<file path="src/rtl/vec_tx_pkg.sv">
// Shared definitions for the vector serial transmitter: FSM encoding, default
// geometry and pointer sizing.
package vec_tx_pkg;

    localparam int unsigned DEF_WIDTH = 16;
    localparam int unsigned DEF_DEPTH = 256;
    localparam int unsigned DEF_LANES = 4;

    typedef logic [1:0] state_t;

    localparam state_t FILL = 2'd0;
    localparam state_t SEND = 2'd1;
    localparam state_t DONE = 2'd2;

    // One extra bit so a pointer can hold DEPTH itself (end-of-frame marker).
    function automatic int unsigned ptr_width(input int unsigned depth);
        return $clog2(depth) + 1;
    endfunction

endpackage

</file>
<file path="src/rtl/vec_tx_buf.sv">
// Simple dual-port frame buffer: one synchronous write port, one registered
// synchronous read port, no reset so it maps onto block RAM.
module vec_tx_buf
    import vec_tx_pkg::*;
#(
    parameter int unsigned WIDTH = DEF_WIDTH,
    parameter int unsigned DEPTH = DEF_DEPTH,
    parameter int unsigned AW    = (DEPTH > 1) ? $clog2(DEPTH) : 1
) (
    input  logic             clk,
    input  logic             we,
    input  logic [AW-1:0]    waddr,
    input  logic [WIDTH-1:0] wdata,
    input  logic             re,
    input  logic [AW-1:0]    raddr,
    output logic [WIDTH-1:0] rdata
);

    logic [WIDTH-1:0] mem [DEPTH];

    always_ff @(posedge clk) begin
        if (we) begin
            mem[waddr] <= wdata;
        end
        if (re) begin
            rdata <= mem[raddr];
        end
    end

endmodule

</file>
<file path="src/rtl/vec_ser_tx.sv">
// Collects one DEPTH-word frame from the upstream serial stream, then replays
// it as a back-pressured word stream with last/group-end markers.
module vec_ser_tx
    import vec_tx_pkg::*;
#(
    parameter int unsigned WIDTH = DEF_WIDTH,
    parameter int unsigned DEPTH = DEF_DEPTH,
    parameter int unsigned LANES = DEF_LANES
) (
    input  logic             clk,
    input  logic             rst,
    input  logic             gvalid,
    input  logic             ivalid,
    input  logic [WIDTH-1:0] in,
    input  logic             tx_ready,
    output logic             tx_valid,
    output logic [WIDTH-1:0] tx_data,
    output logic             tx_last,
    output logic             tx_group_end,
    output logic             done,
    output logic             overflow
);

    localparam int unsigned PW = ptr_width(DEPTH);
    localparam int unsigned AW = (DEPTH > 1) ? $clog2(DEPTH) : 1;
    localparam logic [PW-1:0] LAST_IDX = PW'(DEPTH - 1);
    localparam logic [PW-1:0] PTR_END  = PW'(DEPTH);

    state_t          state_q, state_d;
    logic [PW-1:0]   wptr_q, wptr_d;
    logic [PW-1:0]   rptr_q, rptr_d;
    logic            valid_q, valid_d;
    logic            last_q, last_d;
    logic            gend_q, gend_d;
    logic            done_q, done_d;
    logic            ovf_q, ovf_d;
    logic            load, rd_en, wr_en, accept;
    logic [WIDTH-1:0] rd_data;

    assign load   = gvalid && (state_q == SEND) && (!valid_q || tx_ready);
    assign rd_en  = load && (rptr_q < PTR_END);
    assign wr_en  = gvalid && (state_q == FILL) && ivalid;
    assign accept = valid_q && tx_ready && last_q;

    vec_tx_buf #(
        .WIDTH (WIDTH),
        .DEPTH (DEPTH),
        .AW    (AW)
    ) u_buf (
        .clk   (clk),
        .we    (wr_en),
        .waddr (wptr_q[AW-1:0]),
        .wdata (in),
        .re    (rd_en),
        .raddr (rptr_q[AW-1:0]),
        .rdata (rd_data)
    );

    always_comb begin
        state_d = state_q;
        wptr_d  = wptr_q;
        rptr_d  = rptr_q;
        valid_d = valid_q;
        last_d  = last_q;
        gend_d  = gend_q;
        done_d  = done_q;
        ovf_d   = ovf_q;
        if (!gvalid) begin
            state_d = FILL;
            wptr_d  = '0;
            rptr_d  = '0;
            valid_d = 1'b0;
            last_d  = 1'b0;
            gend_d  = 1'b0;
            done_d  = 1'b0;
            ovf_d   = 1'b0;
        end else begin
            case (state_q)
                FILL: begin
                    if (ivalid) begin
                        wptr_d = wptr_q + 1'b1;
                        if (wptr_q == LAST_IDX) begin
                            state_d = SEND;
                            rptr_d  = '0;
                        end
                    end
                end
                SEND: begin
                    if (ivalid) begin
                        ovf_d = 1'b1;
                    end
                    if (accept) begin
                        state_d = DONE;
                        done_d  = 1'b1;
                        valid_d = 1'b0;
                        last_d  = 1'b0;
                        gend_d  = 1'b0;
                    end else if (rd_en) begin
                        valid_d = 1'b1;
                        last_d  = (rptr_q == LAST_IDX);
                        gend_d  = ((32'(rptr_q) % LANES) == (LANES - 1));
                        rptr_d  = rptr_q + 1'b1;
                    end else if (load) begin
                        valid_d = 1'b0;
                    end
                end
                DONE: begin
                    if (ivalid) begin
                        ovf_d = 1'b1;
                    end
                end
                default: state_d = FILL;
            endcase
        end
    end

    always_ff @(posedge clk or posedge rst) begin
        if (rst) begin
            state_q <= FILL;
            wptr_q  <= '0;
            rptr_q  <= '0;
            valid_q <= 1'b0;
            last_q  <= 1'b0;
            gend_q  <= 1'b0;
            done_q  <= 1'b0;
            ovf_q   <= 1'b0;
        end else begin
            state_q <= state_d;
            wptr_q  <= wptr_d;
            rptr_q  <= rptr_d;
            valid_q <= valid_d;
            last_q  <= last_d;
            gend_q  <= gend_d;
            done_q  <= done_d;
            ovf_q   <= ovf_d;
        end
    end

    // The RAM read register has no reset; masking with valid keeps tx_data at
    // zero after reset/clear while staying stable under back-pressure.
    assign tx_data      = valid_q ? rd_data : '0;
    assign tx_valid     = valid_q;
    assign tx_last      = last_q;
    assign tx_group_end = gend_q;
    assign done         = done_q;
    assign overflow     = ovf_q;

endmodule

</file>
<file path="config.mk">
export PLATFORM = sky130hd
export DESIGN_NAME = vec_ser_tx
export DESIGN_NICKNAME = d
export VERILOG_FILES = /design/src/rtl/vec_tx_pkg.sv /design/src/rtl/vec_tx_buf.sv /design/src/rtl/vec_ser_tx.sv
export SDC_FILE = /design/constraint.sdc
export NUM_CORES = 2
export LEC_CHECK = 0
export CORE_UTILIZATION = 51
export CTS_CLUSTER_SIZE = 16
export DETAILED_ROUTE_END_ITERATION = 16
export HOLD_SLACK_MARGIN = 0.15
export PLACE_DENSITY = 0.78
export SLEW_MARGIN = 40
export SYNTH_ARGS = -nofsm -noshare
export SYNTH_HDL_FRONTEND = slang
export SYNTH_SLANG_ARGS = --single-unit
</file>
<file path="constraint.sdc">
create_clock -name clk -period 3.57 [get_ports clk]
set_input_delay 0.714 -clock clk [delete_from_list [all_inputs] [get_ports clk]]
set_output_delay 0.714 -clock clk [all_outputs]
set_load 0.01 [all_outputs]
</file>
## Yosys cells after proc, flatten, opt, wreduce, memory -nomap -nowiden

Memory sizes are Yosys's and may differ from the RTL's. A register that Yosys moved wholly into a read port is not among the register bits.
Cells that the tools add are included.

| storage, ports and cells | value |
|---|---|
| register bits after elaboration | 25 |
| bits in writable memories | 4096 |
| input port bits | 21 |
| output and inout bits | 21 |
| logic and storage cells | 85 |
| memories kept | 1 |

Memories:

| name | words | width | read ports | clocked after memory_dff | write ports | line | text |
|---|---|---|---|---|---|---|---|
| u_buf.mem | 256 | 16 | 1 | 1 | 1 | vec_tx_buf.sv:19 | `logic [WIDTH-1:0] mem [DEPTH];` |

| operators by class | value |
|---|---|
| $add $sub $neg | 2 |
| order comparisons | 1 |
| eq/ne operators | 19 |
| muxes and demuxes | 36 |
| reduce and logical (&&, ||, !) cells | 18 |

Operator list:

| cell | number |
|---|---|
| 2-to-1 mux 9 bit | 8 |
| 2-to-1 mux 1 bit | 21 |
| adder 9 x 1 -> 9 bit, second input constant | 2 |
| equality test 9 x 8 -> 1 bit, second input constant | 2 |
| case mux 9 bit (2 select lines) | 1 |
| 2-to-1 mux 16 bit | 1 |
| != test 3 bit, second input constant | 4 |
| AND reduction 2 bit | 5 |
| < comparator 9 bit, second input constant | 1 |
| 2-to-1 mux 2 bit | 4 |
| != test 2 x 1 -> 1 bit, second input constant | 4 |
| logical AND 1 bit | 7 |
| != test 3 x 1 -> 1 bit, second input constant | 2 |
| case mux 2 bit (3 select lines) | 1 |
| AND reduction 5 bit | 1 |
| equality test 2 bit, second input constant | 2 |
| != test 2 bit, second input constant | 2 |
| != test 4 x 1 -> 1 bit, second input constant | 1 |
| AND reduction 4 bit | 1 |
| != test 3 x 2 -> 1 bit, second input constant | 1 |
| equality test 2 x 1 -> 1 bit, second input constant | 1 |
| logical NOT 2 bit | 1 |
| OR reduction 2 bit | 1 |
| logical NOT 1 bit | 1 |
| logical OR 1 bit | 1 |

## Depth between registers and ports, before layout

| depth | value |
|---|---|
| depth in word-level cells | 8 |
| gate-level depth with buffers | 14 |

## Cells and area by module

From an unflattened synthesis, not the netlist that was laid out.

| second synthesis, totals | value |
|---|---|
| cells, all modules | 7524 |
| area, all modules | 160358.8 sq um |

Modules (own cells, without submodules):

| module | times used | cells each | area each (sq um) |
|---|---|---|---|
| vec_tx_buf | 1 | 7360 | 158874.9 |
| vec_ser_tx | 1 | 164 | 1483.9 |

## Worst setup path after synthesis

Ideal clock, no wire load.

| path | value |
|---|---|
| kind | in2reg |
| start point | input ivalid |
| end point | memory u_buf.mem[145][0] in the netlist's numbering, enable pin |
| arrival | 2573 ps |
| data required time | 3161 ps |
| path slack | 588 ps |
| cell stages on the path | 5 |
| path buffers | 1 |
| path through | and3_1 clkbuf_1 and3_1 nand2_1 nor3_1 |

| on the way | value |
|---|---|
| cells in the longest elaborated chain, start to end | 3 |

Ends and longest elaborated chain:

| item | line | text |
|---|---|---|
| start, declared | vec_ser_tx.sv:13 | `input logic ivalid,` |
| logical AND 1 bit | vec_ser_tx.sv:42 | `assign wr_en = gvalid && (state_q == FILL) && ivalid;` |
| 2-to-1 mux 1 bit | vec_tx_buf.sv:22 | `if (we) begin` |
| 2-to-1 mux 1 bit (not written as such) | vec_tx_buf.sv:23 | `mem[waddr] <= wdata;` |
| end, declared | vec_tx_buf.sv:19 |  |

No other way between the ends.

## Final worst setup path

| path | value |
|---|---|
| start point | register rptr_q[2] |
| end point | register u_buf.rdata[9] (read register of u_buf.mem) (data pin) |

| on the way | value |
|---|---|
| cells in the longest elaborated chain, start to end | 2 |

Ends and longest elaborated chain:

| item | line | text |
|---|---|---|
| start, declared | vec_ser_tx.sv:31 | `logic [PW-1:0] rptr_q, rptr_d;` |
| start signal, assigned | vec_ser_tx.sv:130 | `rptr_q <= rptr_d;` |
| < comparator 9 bit | vec_ser_tx.sv:41 | `assign rd_en = load && (rptr_q < PTR_END);` |
| logical AND 1 bit | vec_ser_tx.sv:41 |  |
| end, declared | vec_tx_buf.sv:16 | `output logic [WIDTH-1:0] rdata` |

Several ways; a longest one is shown, not always the timed one.
A chain may end at the register's enable or synchronous reset.

==> impl_metrics.ini <==
[die]
dieArea_um2 = 316000
fp.dieH_um = 562
io_pins = 42
dieWidth_um = 562
initial_core_util = 0.513
core_area_um2 = 312000
fp-row-count = 205

[clock_tree]
cts_root_buf = clkbuf_16
cts_buffer_depth = 4
clock_sinks = 4137
tritoncts = yes
cts_buffers = 391
clk_pin_slew_ps = 60
htree_levels = 5
clk_latency_ps = 930

[logic_synthesis]
synthCells = 7686
synth.area.top_cells = edfxtp_1, mux4_2, mux2i_1, a221oi_1, nor2_1
syn_area_per_cell_um2 = 20.8
syn_nets = 7717
synthFlopType = edfxtp_1
synth_most_common_cell = edfxtp_1
synth_common_cells = edfxtp_1, mux4_2, mux2i_1
synthesis.area_um2 = 160000
ys_seq_area_frac = 0.775
synth_top_cell_area_share = 0.771
synth_edf_count = 4112
yosysTopAreaCell = edfxtp_1
yosys_register_bits = 4137
synthArstFlopShare = 0.00604
synth_cell_type_count = 68
yosysWarnings = 0

[timing]
rsz0062_at_grt = yes
slew_headroom = 0.375
fin_skew_ps = 63.1
finalHoldViolCount = 0
fin_ws_ps = -14.2
timing.final.crit_share = 1.00
finalCriticalPeriod_ps = 3580
hold_ws_ps = 178
setup_violations = 3
max_slew.worst_pin.slew_ps = 935
slew_viol_final = 0
fmax_mhz = 279

[job]
drv_cap = 0

[placed_design]
io_buffers = 41
hpwl_um = 263000
place.gp.congestion = 0.947
pre_cts_ws_ps = -229
dp_cells = 12200

[finish]
fillers = 20700
drive_above_1_share = 0.258
multi_input_area_um2 = 33600
fin_nets = 8539
register_area_um2 = 124000
area_growth_pct = 15.3
fin_cells = 13000

[global_route]
grt_use_met3 = 0.0659
antenna_found_initial = 33
grt_pass1_vias = 85800
grt_max_degree = 127
grt_busiest_layer = met2
grt.total_usage = 0.277
gr-total-overflow = 0
grt_util_met1 = 0.366
global_route.usage.met2 = 0.432
grt_pass1_wl_um = 626000

[outcome]
status = finished, violations left
violations = setup timing

[power]
power_density_nw_per_um2 = 521
peakVddDrop_uv = 522
leakagePower_nw = 56.5

[critical_path]
path_delay_family = simple AND/OR/NAND/NOR gates
critical_path_class = reg -> reg
path_buf_inv = 3
worstSetupStartpointType = register
cp_cell_sequence = nor2b_4 -> buf_12 -> buf_4 -> nand2_1 -> a31oi_1 -> o311ai_0 -> nor3_2 -> buf_4 -> nor3_2 -> or4_1
path_depth = 10
arrival_ps = 4230
cp_slowest_stage_delay_ps = 630
endpoint = u_buf.rdata[9]$_DFFE_PP_
slowest_stage = dfrtp_4
critPathMaxFanout = 15
end_kind = register
required_ps = 4210
r2r_cells = 10
reg2reg_slack_ps = -10
rr_startpoint = rptr_q[2]$_DFFE_PP0P_
crit_path_start = rptr_q[2]$_DFFE_PP0P_
r2r-end = u_buf.rdata[9]$_DFFE_PP_

[routing]
drc = 0
num_vias = 87500
detail_route.wl_per_cell_um = 34.4
finalWirelength_um = 447000
final_antenna_net_count = 0
drtIter0Drc = 14200
dr.pass1.iters = 8
vias_per_cell = 6.74

[min_path]
hp-class = in -> reg
==> worst reg2reg max path: cells and delay by family, from the launching register on <==
family | cells | cell delay, ps
simple gates | 5 | 1550
buf+inv | 3 | 680
flops | 1 | 630
compound gates | 2 | 450
==> logic make-up after synthesis <==
| kind of cell | Yosys count | synth area share |
|---|---|---|
| compound gates | 952 | 0.0418 |
| xor+xnor | 13 | 0.000711 |
| fa+ha+maj | 10 | 0.000781 |
| buf+inv | 481 | 0.0175 |
| flops | 4137 | 0.775 |
| mux | 1358 | 0.143 |
| simple gates | 735 | 0.0207 |
==> power by group <==
group | internal [W] | leakage, nW | total (W) | switching (W)
combinational | 0.000200 | 13.1 | 0.00126 | 0.00106
clock | 0.0234 | 6.17 | 0.0414 | 0.0180
sequential | 0.0534 | 37.3 | 0.0534 | 0.00000931
==> final cells by class <==
| cell class | count | share of cell area |
|---|---|---|
| diodes | 17 | 0.000230 |
| clock buffers | 458 | 0.0547 |
| clock inverters | 249 | 0.0136 |
| inverters | 14 | 0.000312 |
| multi-input cells | 3068 | 0.182 |
| flip-flops and latches | 4137 | 0.673 |
| well taps | 4140 | 0.0281 |
| repair buffers | 896 | 0.0487 |
==> flip-flops by register name, summed over array words and instances (netlist names) <==
signal and cells:
tx_valid 1, tx_last 1, state_q 2, overflow 1, done 1, tx_group_end 1, rptr_q 9, u_buf.mem 4096
u_buf.rdata 16, wptr_q 9
==> per-layer routing <==
metal / vias up / part of all wire
met1: 44900 / 0.34
li1: 33900 / -
met2: 7447 / 0.47
met5: - / 0.00055
met4: 20 / 0.058
met3: 1255 / 0.13
==> repair_timing <==
action,4_1_cts,5_1_grt
endpoints found under the hold margin,20,0
resized for setup,16,29
buffers inserted,0,9
gates cloned,0,5
setup endpoints to repair,7,15
hold buffers,1,0
pin swaps,1,5
==> per-stage QoR <==
step	power, W	area, µm²	setup TNS (ps)	util
after floorplan	0.0545	160000	0	-
after global placement	0.0555	171000	-1230	0.549
after detailed placement	0.0556	171000	-891	0.549
after CTS	0.0961	184000	-65.1	0.590
after global routing	0.0980	185000	-56.4	0.591
final	0.0961	185000	-28.9	0.591
==> worst min-delay path by stage <==
stage,startpoint,endpoint,slack [ps],cells past startpoint
CTS,in[11],u_buf.mem[102][11]$_DFFE_PP_,190,1
global placement,wptr_q[8]$_DFFE_PP0P_,wptr_q[8]$_DFFE_PP0P_,510,1
finish,in[15],u_buf.mem[26][15]$_DFFE_PP_,180,1
detailed placement,done$_DFFE_PP0P_,done$_DFFE_PP0P_,530,2
floorplan,wptr_q[8]$_DFFE_PP0P_,wptr_q[8]$_DFFE_PP0P_,500,1
global route,in[0],u_buf.mem[100][0]$_DFFE_PP_,180,1
==> layout by cell type (no fill, tap or decap), drive strengths merged, types with 16 or more instances in the layout <==
cell / netlist / routed
edfxtp: 4112 / 4112
buf: 268 / 864
mux4: 746 / 746
mux2i: 594 / 594
clkbuf: 199 / 464
nor2: 330 / 330
a21oi: 183 / 183
clkinv: 1 / 179
a221oi: 163 / 163
a22oi: 149 / 149
nand2: 130 / 130
o21ai: 107 / 107
o22ai: 98 / 98
nor3: 74 / 74
o221ai: 62 / 62
nand3: 54 / 54
bufinv: 0 / 43
o31ai: 34 / 34
o211ai: 32 / 32
and2: 31 / 31
a211oi: 30 / 30
nand2b: 26 / 26
clkdlybuf4s50: 0 / 25
nor2b: 25 / 25
dfrtp: 25 / 25
inv: 13 / 25
a22o: 22 / 22
mux2: 18 / 18
diode: 0 / 17
clkinvlp: 0 / 16
nor4: 16 / 16
(Power assumes the default switching activity.)
